`src/rtl/regfile_wr_arbiter.sv`:
```
// Round-robin write-port arbiter, one-stage write pipeline and one-hot read decode for the register file.
// Optional same-cycle write forwarding is built when REGFILE_ARB_BYPASS_EN is defined.
module regfile_wr_arbiter #(
  parameter int NREQ = 4,
  parameter int NREG = 32,
  parameter int AW   = 5,
  parameter int DW   = 32
) (
  input  logic                 clk,
  input  logic                 clr,
  input  logic [NREQ-1:0]      req_valid,
  input  logic [NREQ*AW-1:0]   req_addr,
  input  logic [NREQ*DW-1:0]   req_data,
  output logic [NREQ-1:0]      req_ready,
  input  logic [AW-1:0]        rd_addr1,
  input  logic [AW-1:0]        rd_addr2,
  output logic [NREG-1:0]      wr_en,
  output logic [DW-1:0]        wr_data,
  output logic [NREG-1:0]      out_en1,
  output logic [NREG-1:0]      out_en2,
  output logic                 rd_zero1,
  output logic                 rd_zero2,
  output logic                 fwd1,
  output logic                 fwd2,
  output logic [DW-1:0]        fwd_data,
  output logic                 busy
);

  localparam int PW = (NREQ > 1) ? $clog2(NREQ) : 1;

  logic [PW-1:0] rr_ptr_q, rr_ptr_d;
  logic          pend_q, pend_d;
  logic [AW-1:0] addr_q, addr_d;
  logic [DW-1:0] data_q, data_d;

  logic [AW-1:0] req_addr_arr [NREQ];
  logic [DW-1:0] req_data_arr [NREQ];

  logic          grant_valid;
  logic [PW-1:0] grant_idx;
  logic [PW:0]   scan_idx;
  logic [PW:0]   next_ptr;

  genvar gi;

  generate
    for (gi = 0; gi < NREQ; gi++) begin : g_req
      assign req_addr_arr[gi] = req_addr[gi*AW +: AW];
      assign req_data_arr[gi] = req_data[gi*DW +: DW];
      assign req_ready[gi]    = !clr && grant_valid && (grant_idx == PW'(gi));
    end
  endgenerate

  // Scan requesters starting at rr_ptr, wrapping modulo NREQ; first valid wins.
  always_comb begin
    grant_valid = 1'b0;
    grant_idx   = '0;
    scan_idx    = '0;
    for (int k = 0; k < NREQ; k++) begin
      scan_idx = {1'b0, rr_ptr_q} + (PW+1)'(k);
      if (scan_idx >= (PW+1)'(NREQ)) begin
        scan_idx = scan_idx - (PW+1)'(NREQ);
      end
      if (!grant_valid && req_valid[scan_idx[PW-1:0]]) begin
        grant_valid = 1'b1;
        grant_idx   = scan_idx[PW-1:0];
      end
    end
  end

  always_comb begin
    rr_ptr_d = rr_ptr_q;
    pend_d   = 1'b0;
    addr_d   = addr_q;
    data_d   = data_q;
    next_ptr = {1'b0, grant_idx} + (PW+1)'(1);
    if (next_ptr >= (PW+1)'(NREQ)) begin
      next_ptr = '0;
    end
    if (grant_valid) begin
      rr_ptr_d = next_ptr[PW-1:0];
      addr_d   = req_addr_arr[grant_idx];
      data_d   = req_data_arr[grant_idx];
      // Writes to register 0 are accepted but never reach the cells.
      pend_d   = (req_addr_arr[grant_idx] != '0);
    end
  end

  always_ff @(posedge clk or posedge clr) begin
    if (clr) begin
      rr_ptr_q <= '0;
      pend_q   <= 1'b0;
      addr_q   <= '0;
      data_q   <= '0;
    end else begin
      rr_ptr_q <= rr_ptr_d;
      pend_q   <= pend_d;
      addr_q   <= addr_d;
      data_q   <= data_d;
    end
  end

  generate
    for (gi = 0; gi < NREG; gi++) begin : g_reg
      assign wr_en[gi] = pend_q && (addr_q == AW'(gi));
      if (gi == 0) begin : g_zero
        assign out_en1[gi] = 1'b0;
        assign out_en2[gi] = 1'b0;
      end else begin : g_nz
        assign out_en1[gi] = (rd_addr1 == AW'(gi));
        assign out_en2[gi] = (rd_addr2 == AW'(gi));
      end
    end
  endgenerate

  assign wr_data  = data_q;
  assign busy     = pend_q;
  assign rd_zero1 = (rd_addr1 == '0);
  assign rd_zero2 = (rd_addr2 == '0);

`ifdef REGFILE_ARB_BYPASS_EN
  assign fwd1     = pend_q && (rd_addr1 == addr_q);
  assign fwd2     = pend_q && (rd_addr2 == addr_q);
  assign fwd_data = data_q;
`else
  assign fwd1     = 1'b0;
  assign fwd2     = 1'b0;
  assign fwd_data = '0;
`endif

endmodule

```
`config.mk`:
```
export PLATFORM = sky130hd
export DESIGN_NAME = regfile_wr_arbiter
export DESIGN_NICKNAME = d
export VERILOG_FILES = /design/src/rtl/regfile_wr_arbiter.sv
export SDC_FILE = /design/constraint.sdc
export NUM_CORES = 1
export LEC_CHECK = 0
export CAP_MARGIN = 20
export CORE_ASPECT_RATIO = 0.9
export CORE_MARGIN = 1.5
export CORE_UTILIZATION = 24
export CTS_CLUSTER_SIZE = 14
export DETAILED_ROUTE_END_ITERATION = 10
export GPL_ROUTABILITY_DRIVEN = 0
export PLACE_DENSITY = 0.71
export REMOVE_ABC_BUFFERS = 1
export SLEW_MARGIN = 20
export SYNTH_ARGS = -nofsm -noshare
export SYNTH_HDL_FRONTEND = slang
export SYNTH_SLANG_ARGS = --single-unit
```
`constraint.sdc`:
```
create_clock -name clk -period 2.6 [get_ports clk]
set_input_delay 0.65 -clock clk [delete_from_list [all_inputs] [get_ports clk]]
set_output_delay 0.65 -clock clk [all_outputs]
set_load 0.005 [all_outputs]
```
==> metrics <==
Area Overhead vs Synth 92.0%; Tcrit/Tclk final 100%; Max VDD drop 0.373 mV; number of fill cells 1474; count of TritonRoute iterations in the first routing pass 4; Total Wirelength 13.0 mm; type of the setup path with the least slack in2out; min Tclk post-route 2.61 ns; distinct cell type count of the synthesized netlist 35; worst clock skew 0.00799 ns; root buf cell clkbuf_16; Detail Placement HPWL 10.3 mm; synthesized-area fraction occupied by xor and xnor cells 0%; area of the multi-input gates 2560 um2; number of max-capacitance violations reported 0; count of flip-flops with a built-in enable after synthesis 0; Core ar. 15400 um2; pin slew with the least headroom to its limit 0.696 ns; Slew Viols, Final 0; CP arrival 1.96 ns; result of the run complete, but fails checks; violated checks negative setup slack; flops & latches, synth 40; final setup TNS -0.0108 ns; sink count of the clock tree 40; worst slew margin relative to its limit 53.6%; DR DRC count 0; vias in the first global route 3804; area used by sequential logic in the layout 1000 um2; worst hold slack 0.478 ns; CP Data Required Time 1.95 ns; cell area after technology mapping ~3800 um2; antenna diode count 0; fraction of the core area covered by cells at the end of the flow 47.1%; maximum buffer depth of the clock tree 2; asr flop ratio synth 100%; max incr delay on CP 0.36 ns; count of final setup violators 2; Layout Cell Area excl Fill 7250 um2; CP endpoint kind primary output; Num CTS Buffers 5; per-instance average area after synthesis 8.44 um2; most instantiated cells after synthesis nor2_1 (94), mux2i_1 (67), dfrtp_1 (40), nand2_1 (40), mux2_2 (38); largest fanout on the critical path 3; post-detailed-route wirelength per cell 13.7 um; Crit path top cell by count buf_6; pin count of the biggest net entering global routing 74; source of the worst hold timing path wr_data[29]$_DFFE_PP0N_; crit-path cells buf_6 -> mux2i_1 -> nor2_2 -> a311oi_4 -> inv_2 -> buf_6 -> ha_4 -> and2_4 -> buf_6; final setup slack of the worst path -0.00671 ns; Placed Instance Area 6850 um2; CTS tree done; net count of the finished layout 918; GRT Overall Usage 14.6%; horizontal die dimension 135 um; largest family of logic cells by synthesized area multiplexers; Top FF cell, synth dfrtp_1; top-area cell type share of the netlist area 26.5%; number of standard cells in the final layout excluding fillers 952; hold violation count in the final report 0; Reg-to-Reg Start rr_ptr_q[1]$_DFFE_PP0N_; Vert. Die Dim 122 um; latest clock arrival within the worst-skew pair 0.28 ns; RSZ-0062 raised after global routing yes; static leakage power around 3.3 nW; average via count per standard cell 4.31; effective utilization at floorplan 24.5%; peak clock frequency supported by timing 0.384 GHz; number of cells in the design after placement 934; startpoint type of the worst setup path input pin; worst setup timing slack at the placement stage -0.690 ns; number of H-tree levels 2; PnR Total Power between 4 and 5 mW; most instantiated library cell after synthesis nor2_1; leading post-synthesis cells by cell area dfrtp_1 (27%), mux2i_1 (18%), mux2_2 (11%); number of primary I/O pins 333; class of the tightest hold or removal check reg2reg; global route overflow 0; antenna violations before repair 0; overall die area ~16000 um2; synth warn 0; compound-cell area share of the yosys netlist 6.30%; number of standard cells after synthesis 447; Reg clk slew, reported paths approximately 0.050 ns; Port-buffer cells 296; share of layout cells above drive strength 1 around 17%; number of antenna-violating nets in the routed design 0; first-iteration detailed-routing DRC count 109; cell accounting for the most synthesized area dfrtp_1; portion of the post-synthesis area used by sequential elements 26.5%; critical path launch point req_valid[2]; Synth Area in Simple Gates 21.5%; Via Count 4103; Synth Area in Adders 1.33%; multiplexer share of the synthesized area 31.7%; cell with the biggest individual delay on the critical path a311oi_4; Cell Rows 43; wire length of the first global-routing pass a little under 20 mm; power per cell area 590 nW/um2
layout by cell type, fill, tap and decap left out, types with 3 or more instances in the layout:
master,count
conb_1,36
dlygate4sd2_1,13
mux2_2,38
dlymetal6s2s_1,22
nand2_2,3
clkdlybuf4s50_1,250
nand2b_1,6
nand2_1,37
mux4_2,3
nor3_1,8
clkbuf_16,6
o21ai_1,33
nand3_1,4
a21oi_1,3
ha_4,4
dfrtp_2,3
or3b_4,4
dfrtp_1,37
and2_1,3
mux2i_1,67
buf_6,9
nor2_1,92
buf_2,5
nand2b_2,4
buf_4,22
nand3b_1,7
inv_2,4
state kept, by name (all words and copies together), names as in the netlist:
| signal | flops |
|---|---|
| addr_q | 5 |
| busy | 1 |
| rr_ptr_q | 2 |
| wr_data | 32 |
power by group:
group / leakage (nW) / switching, mW / internal, mW
Combinational: 2.78 / 1.07 / 1.54
Sequential: 0.463 / 0.197 / 0.874
Clock: 0.0657 / 0.245 / 0.348
Total: 3.31 / 1.51 / 2.77
area by class of cell:
| cell class | instances | share of cell area (%) |
|---|---|---|
| timing repair buffer | 327 | 45.2 |
| multi-input combinational | 371 | 35.3 |
| sequential | 40 | 13.9 |
| tap | 202 | 3.49 |
| clock buffer | 5 | 1.73 |
| inverter | 5 | 0.259 |
| clock inverter | 2 | 0.173 |
layer usage:
| metal | part of all wire [%] | global-route usage [%] |
|---|---|---|
| met1 | 39 | 16.8 |
| met2 | 52 | 27.2 |
| met3 | 8.5 | 3.95 |
| met4 | 0.89 | 3.02 |
| met5 | 0 | 0 |
repair_timing:
item / 4_1_cts / 5_1_grt
buffers inserted: 6 / 5
resized for setup: 67 / 59
gates cloned: 0 / 1
pin swaps: 11 / 14
setup endpoints to repair: 99 / 79
hold buffers: 0 / 0
worst max-delay path, delay by kind of cell:
kind / cells / cell delay, ns
AND/OR/NAND/NOR: 2 / 0.19
buffers and inverters: 4 / 0.45
adder cells (fa/ha/maj): 1 / 0.14
multiplexers: 1 / 0.16
AO/OA/AOI/OAI: 1 / 0.36
cell families after synthesis:
kind of cell | count (synthesis)
AO/OA/AOI/OAI | 41
other | 1
AND/OR/NAND/NOR | 181
multiplexers | 109
buffers and inverters | 71
adder cells (fa/ha/maj) | 4
flip-flops | 40
path summary, 6_finish.rpt:
check	end	slack (ns)	cells after the start
max	req_ready[2]	-0.007	9
min	wr_data[29]$_DFFE_PP0N_	0.48	2
max reg2reg	busy$_DFF_PP0_	0.15	9
min reg2reg	wr_data[29]$_DFFE_PP0N_	0.48	2
max in group asynchronous	addr_q[3]$_DFFE_PP0N_	1.26	4
min in group asynchronous	wr_data[15]$_DFFE_PP0N_	0.94	4
Note: power is estimated with default switching activity, not from simulation.
